### config.mk
export PLATFORM = sky130hd
export DESIGN_NAME = gf180mcu_osu_sc_12t_cell_bist_seq_flat
export DESIGN_NICKNAME = d
export VERILOG_FILES = /design/src/rtl/gf180mcu_osu_sc_12t_cell_bist_seq_if.sv /design/src/rtl/gf180mcu_osu_sc_12t_cell_bist_seq.sv /design/src/flat_wrapper.sv
export SDC_FILE = /design/constraint.sdc
export NUM_CORES = 1
export LEC_CHECK = 0
export ABC_AREA = 1
export CAP_MARGIN = 20
export CORE_MARGIN = 3
export CORE_UTILIZATION = 45
export DETAILED_ROUTE_END_ITERATION = 8
export HOLD_SLACK_MARGIN = 0.12
export PLACE_DENSITY = 0.7
export SKIP_CTS_REPAIR_TIMING = 1
export SLEW_MARGIN = 15
export SYNTH_ARGS = -nofsm -noshare
export SYNTH_HDL_FRONTEND = slang
export SYNTH_SLANG_ARGS = --single-unit
### constraint.sdc
create_clock -name CLK -period 4.3 [get_ports CLK]
set_input_delay 0.43 -clock CLK [delete_from_list [all_inputs] [get_ports CLK]]
set_output_delay 0.43 -clock CLK [all_outputs]
set_load 0.02 [all_outputs]
### src/rtl/gf180mcu_osu_sc_12t_cell_bist_seq_if.sv
// Signal bundle between the cell BIST sequencer and its harness.
// The master drives the run request, the truth table and the cell output.
interface gf180mcu_osu_sc_12t_cell_bist_seq_if #(
   parameter int unsigned NIN = 3,
   parameter int unsigned SW  = 4
) ();
   logic                   START;
   logic [(1 << NIN)-1:0]  EXP;
   logic [SW-1:0]          SETTLE_CYC;
   logic                   STOP_ON_FAIL;
   logic                   Y_DUT;
   logic [NIN-1:0]         VEC;
   logic                   BUSY;
   logic                   DONE;
   logic                   PASS;
   logic [NIN-1:0]         FAIL_VEC;
   logic [NIN:0]           ERR_CNT;

   modport master (
      output START, EXP, SETTLE_CYC, STOP_ON_FAIL, Y_DUT,
      input  VEC, BUSY, DONE, PASS, FAIL_VEC, ERR_CNT
   );

   modport slave (
      input  START, EXP, SETTLE_CYC, STOP_ON_FAIL, Y_DUT,
      output VEC, BUSY, DONE, PASS, FAIL_VEC, ERR_CNT
   );
endinterface

### src/rtl/gf180mcu_osu_sc_12t_cell_bist_seq.sv
// Exhaustive self-test sequencer for a single-output combinational cell: walks every input
// vector, waits a settle time, compares against a latched truth table and reports results.
module gf180mcu_osu_sc_12t_cell_bist_seq #(
   parameter int unsigned NIN = 3,
   parameter int unsigned SW  = 4
) (
   input logic                                 CLK,
   input logic                                 R,
   gf180mcu_osu_sc_12t_cell_bist_seq_if.slave  bus
);
   localparam int unsigned N = 1 << NIN;

   typedef enum logic [1:0] {StIdle, StApply, StCheck, StFinish} state_e;

   state_e         state_q, state_d;
   logic [N-1:0]   exp_q, exp_d;
   logic [SW-1:0]  settle_q, settle_d;
   logic [SW-1:0]  cnt_q, cnt_d;
   logic           stop_q, stop_d;
   logic [NIN-1:0] vec_q, vec_d;
   logic [NIN-1:0] fail_vec_q, fail_vec_d;
   logic [NIN:0]   err_cnt_q, err_cnt_d;
   logic           busy_q, busy_d;
   logic           done_q, done_d;
   logic           pass_q, pass_d;
   logic           mis;
   logic [NIN:0]   err_inc;

   always_comb begin
      state_d    = state_q;
      exp_d      = exp_q;
      settle_d   = settle_q;
      cnt_d      = cnt_q;
      stop_d     = stop_q;
      vec_d      = vec_q;
      fail_vec_d = fail_vec_q;
      err_cnt_d  = err_cnt_q;
      busy_d     = busy_q;
      done_d     = 1'b0;
      pass_d     = pass_q;
      mis        = 1'b0;
      err_inc    = err_cnt_q;

      unique case (state_q)
         StIdle: begin
            if (bus.START) begin
               exp_d      = bus.EXP;
               // A zero settle field still holds each vector for one cycle.
               settle_d   = (bus.SETTLE_CYC == '0) ? SW'(1) : bus.SETTLE_CYC;
               stop_d     = bus.STOP_ON_FAIL;
               cnt_d      = settle_d - SW'(1);
               vec_d      = '0;
               err_cnt_d  = '0;
               fail_vec_d = '0;
               pass_d     = 1'b0;
               busy_d     = 1'b1;
               state_d    = StApply;
            end
         end
         StApply: begin
            if (cnt_q != '0) begin
               cnt_d = cnt_q - SW'(1);
            end else begin
               state_d = StCheck;
            end
         end
         StCheck: begin
            mis       = bus.Y_DUT ^ exp_q[vec_q];
            err_inc   = err_cnt_q + {{NIN{1'b0}}, mis};
            err_cnt_d = err_inc;
            if (mis && (err_cnt_q == '0)) begin
               fail_vec_d = vec_q;
            end
            if ((mis && stop_q) || (&vec_q)) begin
               pass_d  = (err_inc == '0);
               done_d  = 1'b1;
               state_d = StFinish;
            end else begin
               vec_d   = vec_q + {{(NIN-1){1'b0}}, 1'b1};
               cnt_d   = settle_q - SW'(1);
               state_d = StApply;
            end
         end
         StFinish: begin
            vec_d   = '0;
            busy_d  = 1'b0;
            state_d = StIdle;
         end
         default: state_d = StIdle;
      endcase
   end

   always_ff @(posedge CLK) begin
      if (R) begin
         state_q    <= StIdle;
         exp_q      <= '0;
         settle_q   <= '0;
         cnt_q      <= '0;
         stop_q     <= 1'b0;
         vec_q      <= '0;
         fail_vec_q <= '0;
         err_cnt_q  <= '0;
         busy_q     <= 1'b0;
         done_q     <= 1'b0;
         pass_q     <= 1'b0;
      end else begin
         state_q    <= state_d;
         exp_q      <= exp_d;
         settle_q   <= settle_d;
         cnt_q      <= cnt_d;
         stop_q     <= stop_d;
         vec_q      <= vec_d;
         fail_vec_q <= fail_vec_d;
         err_cnt_q  <= err_cnt_d;
         busy_q     <= busy_d;
         done_q     <= done_d;
         pass_q     <= pass_d;
      end
   end

   assign bus.VEC      = vec_q;
   assign bus.BUSY     = busy_q;
   assign bus.DONE     = done_q;
   assign bus.PASS     = pass_q;
   assign bus.FAIL_VEC = fail_vec_q;
   assign bus.ERR_CNT  = err_cnt_q;
endmodule

### src/flat_wrapper.sv
// flat-port wrapper written by rule: the top's interface ports become plain ports
module gf180mcu_osu_sc_12t_cell_bist_seq_flat 
#(
   parameter int unsigned NIN = 3,
   parameter int unsigned SW  = 4
)
  (CLK, R, bus_START, bus_EXP, bus_SETTLE_CYC, bus_STOP_ON_FAIL, bus_Y_DUT, bus_VEC, bus_BUSY, bus_DONE, bus_PASS, bus_FAIL_VEC, bus_ERR_CNT);
  gf180mcu_osu_sc_12t_cell_bist_seq_if #(.NIN(NIN), .SW(SW)) bus_i ();
  input logic CLK;
  input logic R;
  input wire logic [$bits(bus_i.START)-1:0] bus_START;
  input wire logic [$bits(bus_i.EXP)-1:0] bus_EXP;
  input wire logic [$bits(bus_i.SETTLE_CYC)-1:0] bus_SETTLE_CYC;
  input wire logic [$bits(bus_i.STOP_ON_FAIL)-1:0] bus_STOP_ON_FAIL;
  input wire logic [$bits(bus_i.Y_DUT)-1:0] bus_Y_DUT;
  output wire logic [$bits(bus_i.VEC)-1:0] bus_VEC;
  output wire logic [$bits(bus_i.BUSY)-1:0] bus_BUSY;
  output wire logic [$bits(bus_i.DONE)-1:0] bus_DONE;
  output wire logic [$bits(bus_i.PASS)-1:0] bus_PASS;
  output wire logic [$bits(bus_i.FAIL_VEC)-1:0] bus_FAIL_VEC;
  output wire logic [$bits(bus_i.ERR_CNT)-1:0] bus_ERR_CNT;
  assign bus_i.START = bus_START;
  assign bus_i.EXP = bus_EXP;
  assign bus_i.SETTLE_CYC = bus_SETTLE_CYC;
  assign bus_i.STOP_ON_FAIL = bus_STOP_ON_FAIL;
  assign bus_i.Y_DUT = bus_Y_DUT;
  assign bus_VEC = bus_i.VEC;
  assign bus_BUSY = bus_i.BUSY;
  assign bus_DONE = bus_i.DONE;
  assign bus_PASS = bus_i.PASS;
  assign bus_FAIL_VEC = bus_i.FAIL_VEC;
  assign bus_ERR_CNT = bus_i.ERR_CNT;
  gf180mcu_osu_sc_12t_cell_bist_seq #(.NIN(NIN), .SW(SW)) u_core (.CLK(CLK), .R(R), .bus(bus_i));
endmodule
==> out/qor.txt, run 1 <==
clock skew - 0.00981 ns
Mapped Area - 1750 um2
drt pass-1 iters - 4
CTS HTree Levels - 2
Netlist cell types - 33
Placed Area - 2080 um2
post-layout net count - 302
final hold vios - 0
footprint of the multi-input gates - 936 um2
IO buf count - 29
total grt overflow - 0
wl on met1 - 1760 um
max-slew violation count - 0
synthesis-to-layout area growth - 23.7%
Skew-Pair Late Insertion Delay - 0.28 ns
Reg area - 641 um2
# DRC - 0
Die H - 68.4 um
Final min period - 2.36 ns
Routed WL - 3570 um
Syn Area/Cell - 7.18 um2
Worst Setup End Kind - flop
critical path fanouts, max - 9
number of max-cap violations - 0
Worst Path Required - 4.52 ns
Starting Density - 47.1%
met3 wire length - 172 um
register bit count reported by yosys - 32
# diodes - 0
initial antenna violation count - 0
core area - 3720 um2
RSZ-0062 raised after global routing - no
highest metal used - met4
sequential fraction of the synthesis area - 36.6%
status - finished, final reports clean
share of layout cells above drive strength 1 - 10.5%
largest stage delay on the critical path - 0.51 ns
Worst Max-Slew Pin Slew - 0.644 ns
DR WL/cell - 11.0 um
YS warnings - 0
CP max-delay cell - dfxtp_1
met2 wire length - 1590 um
CTS Buffer Depth - 2
CTS tree - done
Tcrit/Tclk final - 54.9%
first-pass GRT wire length - 6000 um
total CTS buffers - 5
clk slew on worst S/H paths - 0.07 ns
Startpoint Class - flop
# rows - 22
VDD IR-drop max - 0.000348 V
CP Cell Sequence - inv_2 > nand2_1 > nand3_1 > nand3_2 > nand3_2 > and2_4 > ha_1 > ha_1 > or3_1 > nor3_1 > nor2_1 > nor2_1
Pleak - 0.983 nW
HPWL after DPL - 2630 um
max frequency - 424 MHz
cells after synthesis - 244
GRT Total Usage - 17.1%
Vias - 1583
Die X - 68.4 um
fin area - 2170 um2
CP arrival - 2.58 ns
Ports - 30
Sinks on Clock Net - 32
worst min path class - reg -> reg
filler cell count in the final layout - 357
power per cell area - 653 nW/um2
clock root cell - clkbuf_8
vias in the first global route - 1352
setup TNS - 0 ns
max_slew headroom - 57.0%
GP Congestion - 0.823
DRT antenna net count - 0
Bufs and invs on worst path - 1
critical setup path kind - reg -> reg
1st-iter DRT viols - 67
Net Count, Synth - 272
Setup-failing EPs final - 0
Die ar. - 4680 um2
critical path's top delay family - simple AND/OR/NAND/NOR gates
Vias/cell - 4.90
largest net degree at the start of global routing - 24
## flip-flops by register name (all words and copies together) (netlist names)
name / count
u_core.bus.BUSY: 1
u_core.cnt_q: 4
u_core.bus.FAIL_VEC: 3
u_core.bus.ERR_CNT: 4
u_core.exp_q: 8
u_core.settle_q: 4
u_core.bus.PASS: 1
u_core.bus.DONE: 1
u_core.bus.VEC: 3
u_core.stop_q: 1
u_core.state_q: 2
## layout make-up
| type | instances | share of cell area, % |
|---|---|---|
| clock buffers | 8 | 4.16 |
| inverters | 40 | 6.93 |
| flip-flops and latches | 32 | 29.6 |
| well taps | 48 | 2.77 |
| multi-input cells | 166 | 43.2 |
| repair buffers | 29 | 13.4 |
## cells in the final DEF, fill, tap and decap left out
cell,netlist,final
nor2_1,21,21
o22ai_1,1,1
ha_1,11,11
o21ai_0,16,16
nand2_2,3,3
a21oi_2,1,1
nand3_2,5,5
clkdlybuf4s50_1,0,29
nor4_1,1,1
nand2_1,51,51
xnor2_1,1,1
o2bb2ai_1,1,1
nor3_1,2,2
and2_4,1,1
clkbuf_1,3,2
nor2_4,1,1
inv_2,8,8
nand3b_1,1,1
nand3_1,6,6
nand3_4,1,1
o41ai_1,1,1
nand4_1,7,7
o21ai_1,5,5
clkinv_1,1,1
or3_1,1,1
o211ai_1,1,1
inv_1,31,31
xor2_1,2,2
a211oi_1,1,1
clkbuf_8,0,6
dfxtp_1,32,32
a21oi_1,21,21
nand2_4,3,3
## cells by family after synthesis
kind of cell / synth area share, %
compound gates: 14.7
xor+xnor: 1.50
fa+ha+maj: 7.86
buf+inv: 10.0
flops: 36.6
simple gates: 29.4
## report_power, final
part / leakage [nW] / switching [mW] / internal [mW]
Clock: 0.0455 / 0.109 / 0.130
Combinational: 0.674 / 0.455 / 0.283
Sequential: 0.263 / 0.0615 / 0.375
## path summary, 6_finish.rpt
kind	from	end	cells after the start	slack, ns
worst max-delay path	u_core.bus.VEC[0]	u_core.bus.PASS	12	1.94
worst min register to register	u_core.exp_q[0]	u_core.exp_q[0]	2	0.45
worst max register to register	u_core.bus.VEC[0]	u_core.bus.PASS	12	1.94
worst min-delay path	u_core.exp_q[0]	u_core.exp_q[0]	2	0.45
## through the flow
stage	hold WS (ns)	util, %	setup WS (ns)	total power [mW]	cells
6_report	0.445	58.3	1.94	1.41	323
4_1_cts	0.447	58.3	1.94	1.42	323
3_3_place_gp	0.435	55.9	1.88	1.17	315
2_1_floorplan	0.423	-	2.00	1.02	244
3_5_place_dp	0.438	55.9	1.86	1.18	315
5_1_grt	0.463	58.3	1.75	1.55	323
## worst register-to-register path: stages, from the launching register on
cell and delay (ns):
dfxtp_1 0.51, inv_2 0.10, nand2_1 0.07, nand3_1 0.08
nand3_2 0.09, nand3_2 0.09, and2_4 0.18, ha_1 0.19
ha_1 0.28, or3_1 0.36, nor3_1 0.18, nor2_1 0.07
nor2_1 0.10
## per-layer routing
layer / vias to the layer above / global-route usage [%]
met5: - / 0
met4: 0 / 6.70
met3: 4 / 4.11
met2: 34 / 26.2
met1: 701 / 22.8
li1: 844 / -
## cells in the mapped netlist
library cell	count	area share (%)
a21oi_2	1	0.50
o21ai_0	16	4.6
and2_4	1	0.50
nor2_4	1	0.64
ha_1	11	7.9
inv_2	8	1.7
inv_1	31	6.6
nor2_1	21	4.5
o211ai_1	1	0.43
nand2_1	51	11
o41ai_1	1	0.50
nor4_1	1	0.36
dfxtp_1	32	37
buf_2	2	0.57
o21ai_1	5	1.4
nand3_1	6	1.7
or3_1	1	0.36
buf_1	1	0.21
nand3_2	5	2.9
nand3b_1	1	0.43
o22ai_1	1	0.36
clkinv_1	1	0.21
nand2_4	3	1.9
nand3_4	1	1.0
xor2_1	2	1.0
nor3_1	2	0.57
nand4_1	7	2.5
o2bb2ai_1	1	0.50
clkbuf_1	3	0.64
xnor2_1	1	0.50
nand2_2	3	1.1
a211oi_1	1	0.43
a21oi_1	21	6.0
No activity file was read; power rests on OpenSTA's default activity.
==> run 2: changes to the inputs <==
Clock period 4.3 ns to 2.4 ns, I/O delays scaled along.
==> out/qor.txt, run 2 (synthesis results as in run 1) <==
critical setup path kind - reg -> reg (unchanged)
max frequency - 457 MHz (was 424 MHz)
DRT antenna net count - 0 (unchanged)
Tcrit/Tclk final - 91.2% (was 54.9%)
initial antenna violation count - 0 (unchanged)
fin area - 2200 um2 (was 2170 um2)
number of max-cap violations - 0 (unchanged)
clk slew on worst S/H paths - 0.07 ns (about the same)
Skew-Pair Late Insertion Delay - 0.29 ns (was 0.28 ns)
dpl cells - 319 (was 315)
critical path fanouts, max - 7 (was 9)
max-slew violation count - 0 (unchanged)
Reg area - 643 um2 (was 641 um2)
clock network power share - 17.0% (about the same)
total CTS buffers - 5 (unchanged)
IO buf count - 29 (unchanged)
share of layout cells above drive strength 1 - 12.9% (was 10.5%)
GP Congestion - 0.836 (was 0.823)
CP Cell Sequence - inv_2 > nand2_1 > nand3_1 > nand3_2 > nand2_1 > nand2_2 > and2_4 > ha_1 > ha_1 > or3_1 > nor3_1 > nor2_1 > nor2_1 (was inv_2 > nand2_1 > nand3_1 > nand3_2 > nand3_2 > and2_4 > ha_1 > ha_1 > or3_1 > nor3_1 > nor2_1 > nor2_1)
1st-iter DRT viols - 53 (was 67)
Routed WL - 3540 um (was 3570 um)
max_slew headroom - 60.2% (was 57.0%)
Setup-failing EPs final - 0 (unchanged)
power share of the sequential group - 30.3% (was 30.9%)
Die ar. - 4680 um2 (unchanged)
HPWL after DPL - 2710 um (was 2630 um)
CTS tree - done (unchanged)
# diodes - 0 (unchanged)
Startpoint Class - flop (unchanged)
clock skew - 0.00557 ns (was 0.00981 ns)
DR WL/cell - 10.8 um (was 11.0 um)
Ports - 30 (unchanged)
setup ws final - 0.210 ns (was 1.94 ns)
CTS Buffer Depth - 2 (unchanged)
Vias/cell - 4.92 (was 4.90)
footprint of the multi-input gates - 936 um2 (unchanged)
RSZ-0062 raised after global routing - no (unchanged)
post-layout net count - 306 (was 302)
power per cell area - 1170 nW/um2 (was 653 nW/um2)
switching pwr - 1.13 mW (was 0.626 mW)
status - finished, final reports clean (unchanged)
Final Hold Slack - 0.445 ns (about the same)
VDD IR-drop max - 0.000596 V (was 0.000348 V)
total grt overflow - 0 (unchanged)
drt pass-1 iters - 7 (was 4)
Worst Path Required - 2.63 ns (was 4.52 ns)
Sinks on Clock Net - 32 (unchanged)
Final min period - 2.19 ns (was 2.36 ns)
Worst Max-Slew Pin Slew - 0.596 ns (was 0.644 ns)
setup TNS - 0 ns (unchanged)
vias in the first global route - 1417 (was 1352)
Die X - 68.4 um (unchanged)
critical path's top delay family - simple AND/OR/NAND/NOR gates (unchanged)
CTS HTree Levels - 2 (unchanged)
internal power - 1.44 mW (was 0.789 mW)
worst min path class - reg -> reg (unchanged)
synthesis-to-layout area growth - 25.8% (was 23.7%)
largest stage delay on the critical path - 0.37 ns (was 0.51 ns)
total power - 2.57 mW (was 1.41 mW)
CP arrival - 2.42 ns (was 2.58 ns)
Comb pwr share - 52.7% (was 52.1%)
final std cells w/o fill - 327 (was 323)
most common cell after layout, fill and taps aside - nand2_1 (unchanged)
fin util - 59.3% (was 58.3%)
# DRC - 0 (unchanged)
final hold vios - 0 (unchanged)
Die H - 68.4 um (unchanged)
# rows - 22 (unchanged)
Pleak - 1.00 nW (was 0.983 nW)
Starting Density - 47.1% (unchanged)
Bufs and invs on worst path - 1 (unchanged)
dpl ws - 0.119 ns (was 1.86 ns)
Worst Setup End Kind - flop (unchanged)
Placed Area - 2110 um2 (was 2080 um2)
max reg flops - 8 (unchanged)
most frequent cells in the layout - nand2_1, inv_1, dfxtp_1, clkdlybuf4s50_1 (was nand2_1, dfxtp_1, inv_1, clkdlybuf4s50_1)
Reg with most FFs - u_core.exp_q (unchanged)
CP max-delay cell - or3_1 (was dfxtp_1)
core area - 3720 um2 (unchanged)
GRT Total Usage - 16.9% (was 17.1%)
clock root cell - clkbuf_8 (unchanged)
largest net degree at the start of global routing - 24 (unchanged)
filler cell count in the final layout - 379 (was 357)
first-pass GRT wire length - 5880 um (was 6000 um)
Vias - 1608 (was 1583)
Switching Share - 43.9% (was 44.2%)
==> run 2: worst register-to-register path, stage by stage (launching register included) <==
cell and delay (ns):
dfxtp_2 0.35, inv_2 0.09, nand2_1 0.05, nand3_1 0.07, nand3_2 0.09, nand2_1 0.09, nand2_2 0.06, and2_4 0.15
ha_1 0.19, ha_1 0.28, or3_1 0.37, nor3_1 0.18, nor2_1 0.07, nor2_1 0.09
==> run 2: final cells by class <==
class	count	share of cell area, %
Multi-Input combinational cell	166	42.5
Sequential cell	32	29.2
Timing Repair Buffer	33	14.5
Inverter	40	6.81
Clock buffer	7	3.92
Tap cell	48	2.73
Clock inverter	1	0.341
==> run 2: metal layers <==
| metal | GRT usage [%] | wire length, um | vias up | part of all wire [%] |
|---|---|---|---|---|
| met4 | 8.19 | 70 | 0 | 2.0 |
| met2 | 27.7 | 1650 | 30 | 46 |
| met3 | 3.94 | 140 | 8 | 4.0 |
| met5 | 0 | 0 | - | 0 |
| li1 | - | - | 851 | - |
| met1 | 20.7 | 1680 | 719 | 48 |
==> run 2: path summary, 6_finish.rpt <==
check	start	to	slack (ns)	cells past startpoint
setup reg to reg	u_core.bus.VEC[0]	u_core.bus.PASS	0.21	13
hold reg to reg	u_core.exp_q[4]	u_core.exp_q[4]	0.45	2
hold / removal	u_core.exp_q[4]	u_core.exp_q[4]	0.45	2
setup / recovery	u_core.bus.VEC[0]	u_core.bus.PASS	0.21	13
==> run 2: power by group through the flow <==
stage                     sequential (mW)  clock, mW  combinational (mW)
after global placement              0.784          0                1.34
after CTS                           0.776      0.453                1.36
after global routing                0.796      0.473                1.55
final                               0.779      0.437                1.35
after detailed placement            0.785          0                1.36
after floorplan                     0.810          0                1.01
==> run 3: changes to the inputs <==
Settings changed: CTS_CLUSTER_SIZE set to 16, SETUP_SLACK_MARGIN set to 0.15.
==> out/qor.txt, run 3 (synthesis results as in run 1) <==
status - finished, final reports clean (unchanged)
Skew-Pair Late Insertion Delay - 0.28 ns (was 0.29 ns)
fin area - 2230 um2 (was 2200 um2)
final std cells w/o fill - 326 (was 327)
most common cell after layout, fill and taps aside - nand2_1 (unchanged)
Starting Density - 47.1% (unchanged)
# rows - 22 (unchanged)
clock skew - 0.00518 ns (was 0.00557 ns)
# DRC - 0 (unchanged)
CTS Buffer Depth - 2 (unchanged)
Die H - 68.4 um (unchanged)
CTS tree - done (unchanged)
Setup-failing EPs final - 0 (unchanged)
Placed Area - 2100 um2 (was 2110 um2)
critical setup path kind - reg -> reg (unchanged)
max reg flops - 8 (unchanged)
VDD IR-drop max - 0.000733 V (was 0.000596 V)
wl on met1 - 1770 um (was 1680 um)
Startpoint Class - flop (unchanged)
GP Congestion - 0.832 (was 0.836)
Worst Setup End Kind - flop (unchanged)
post-layout net count - 306 (unchanged)
HPWL after DPL - 2790 um (was 2710 um)
drt pass-1 iters - 4 (was 7)
met2 wire length - 1740 um (was 1650 um)
synthesis-to-layout area growth - 27.5% (was 25.8%)
Routed WL - 3670 um (was 3540 um)
Vias/cell - 4.88 (was 4.92)
max-slew violation count - 0 (unchanged)
total grt overflow - 0 (unchanged)
DR WL/cell - 11.3 um (was 10.8 um)
clock root cell - clkbuf_8 (unchanged)
dpl cells - 318 (was 319)
total CTS buffers - 5 (unchanged)
Sinks on Clock Net - 32 (unchanged)
core area - 3720 um2 (unchanged)
share of layout cells above drive strength 1 - 14.4% (was 12.9%)
# diodes - 0 (unchanged)
max frequency - 476 MHz (was 457 MHz)
IO buf count - 29 (unchanged)
power per cell area - 1170 nW/um2 (about the same)
final hold vios - 0 (unchanged)
vias in the first global route - 1476 (was 1417)
worst min path class - reg -> reg (unchanged)
Worst Max-Slew Pin Slew - 0.622 ns (was 0.596 ns)
critical path fanouts, max - 8 (was 7)
max_slew headroom - 58.5% (was 60.2%)
Vias - 1590 (was 1608)
Pleak - 1.01 nW (was 1.00 nW)
met3 wire length - 109 um (was 140 um)
Final min period - 2.10 ns (was 2.19 ns)
setup TNS - 0 ns (unchanged)
Die ar. - 4680 um2 (unchanged)
largest net degree at the start of global routing - 24 (unchanged)
GRT Total Usage - 17.0% (was 16.9%)
initial antenna violation count - 0 (unchanged)
CTS HTree Levels - 2 (unchanged)
number of max-cap violations - 0 (unchanged)
Die X - 68.4 um (unchanged)
CP arrival - 2.33 ns (was 2.42 ns)
first-pass GRT wire length - 6000 um (was 5880 um)
Reg with most FFs - u_core.exp_q (unchanged)
total power - 2.61 mW (was 2.57 mW)
DRT antenna net count - 0 (unchanged)
highest metal used - met4 (unchanged)
Worst Path Required - 2.63 ns (about the same)
1st-iter DRT viols - 70 (was 53)
Ports - 30 (unchanged)
Tcrit/Tclk final - 87.5% (was 91.2%)
most frequent cells in the layout - nand2_1, inv_1, dfxtp_1, clkdlybuf4s50_1 (unchanged)
clk slew on worst S/H paths - 0.07 ns (about the same)
RSZ-0062 raised after global routing - no (unchanged)
run 3: cell count changes in the layout (fill, tap and decap cells not counted), sizes merged:
| cell | previous run | this run |
|---|---|---|
| clkinvlp | 1 | 0 |
run 3: final cells by class:
cell class                      instances  area [um2]
Fill cell                             359        1480
Timing Repair Buffer                   33         320
Multi-Input combinational cell        166         961
Sequential cell                        32         646
Tap cell                               48        60.1
Clock buffer                            7        96.3
Inverter                               40         150
run 3: per-stage QoR:
stage          hold slack [ns]  utilization [%]  worst slack, ns
3_3_place_gp             0.435             56.5            0.161
2_1_floorplan            0.388                -            0.159
3_5_place_dp             0.437             56.5            0.134
5_1_grt                  0.460             60.1            0.150
6_report                 0.450             60.1            0.300
4_1_cts                  0.447             59.1            0.118
run 3: worst max-delay path: stages (launching register included):
cell and delay, ns:
dfxtp_4 0.37, inv_2 0.08, nand2_1 0.05, nand3_1 0.08, nand3_2 0.09, nand2_1 0.09, nand2_2 0.06, and2_4 0.15
ha_2 0.19, ha_4 0.21, or3_4 0.38, nor3_2 0.15, nor2_1 0.06, nor2_1 0.09
run 3: path summary, 6_finish.rpt:
kind	from	end	slack [ns]	cells after the start
worst max-delay path	u_core.bus.VEC[0]	u_core.bus.PASS	0.30	13
worst min-delay path	u_core.exp_q[0]	u_core.exp_q[0]	0.45	2
worst max register to register	u_core.bus.VEC[0]	u_core.bus.PASS	0.30	13
worst min register to register	u_core.exp_q[0]	u_core.exp_q[0]	0.45	2
run 3: power by group:
group          internal [mW]  switching, mW  leakage, nW
registers              0.680          0.104        0.264
clock network          0.255          0.191       0.0503
logic                  0.543          0.842        0.692
total                   1.48           1.14         1.01
run 3: per-layer routing:
metal  vias to the layer above  track usage (%)
met1                       708             19.4
met5                         -                0
met4                         0             8.19
li1                        851                -
met2                        24             29.3
met3                         7             4.27
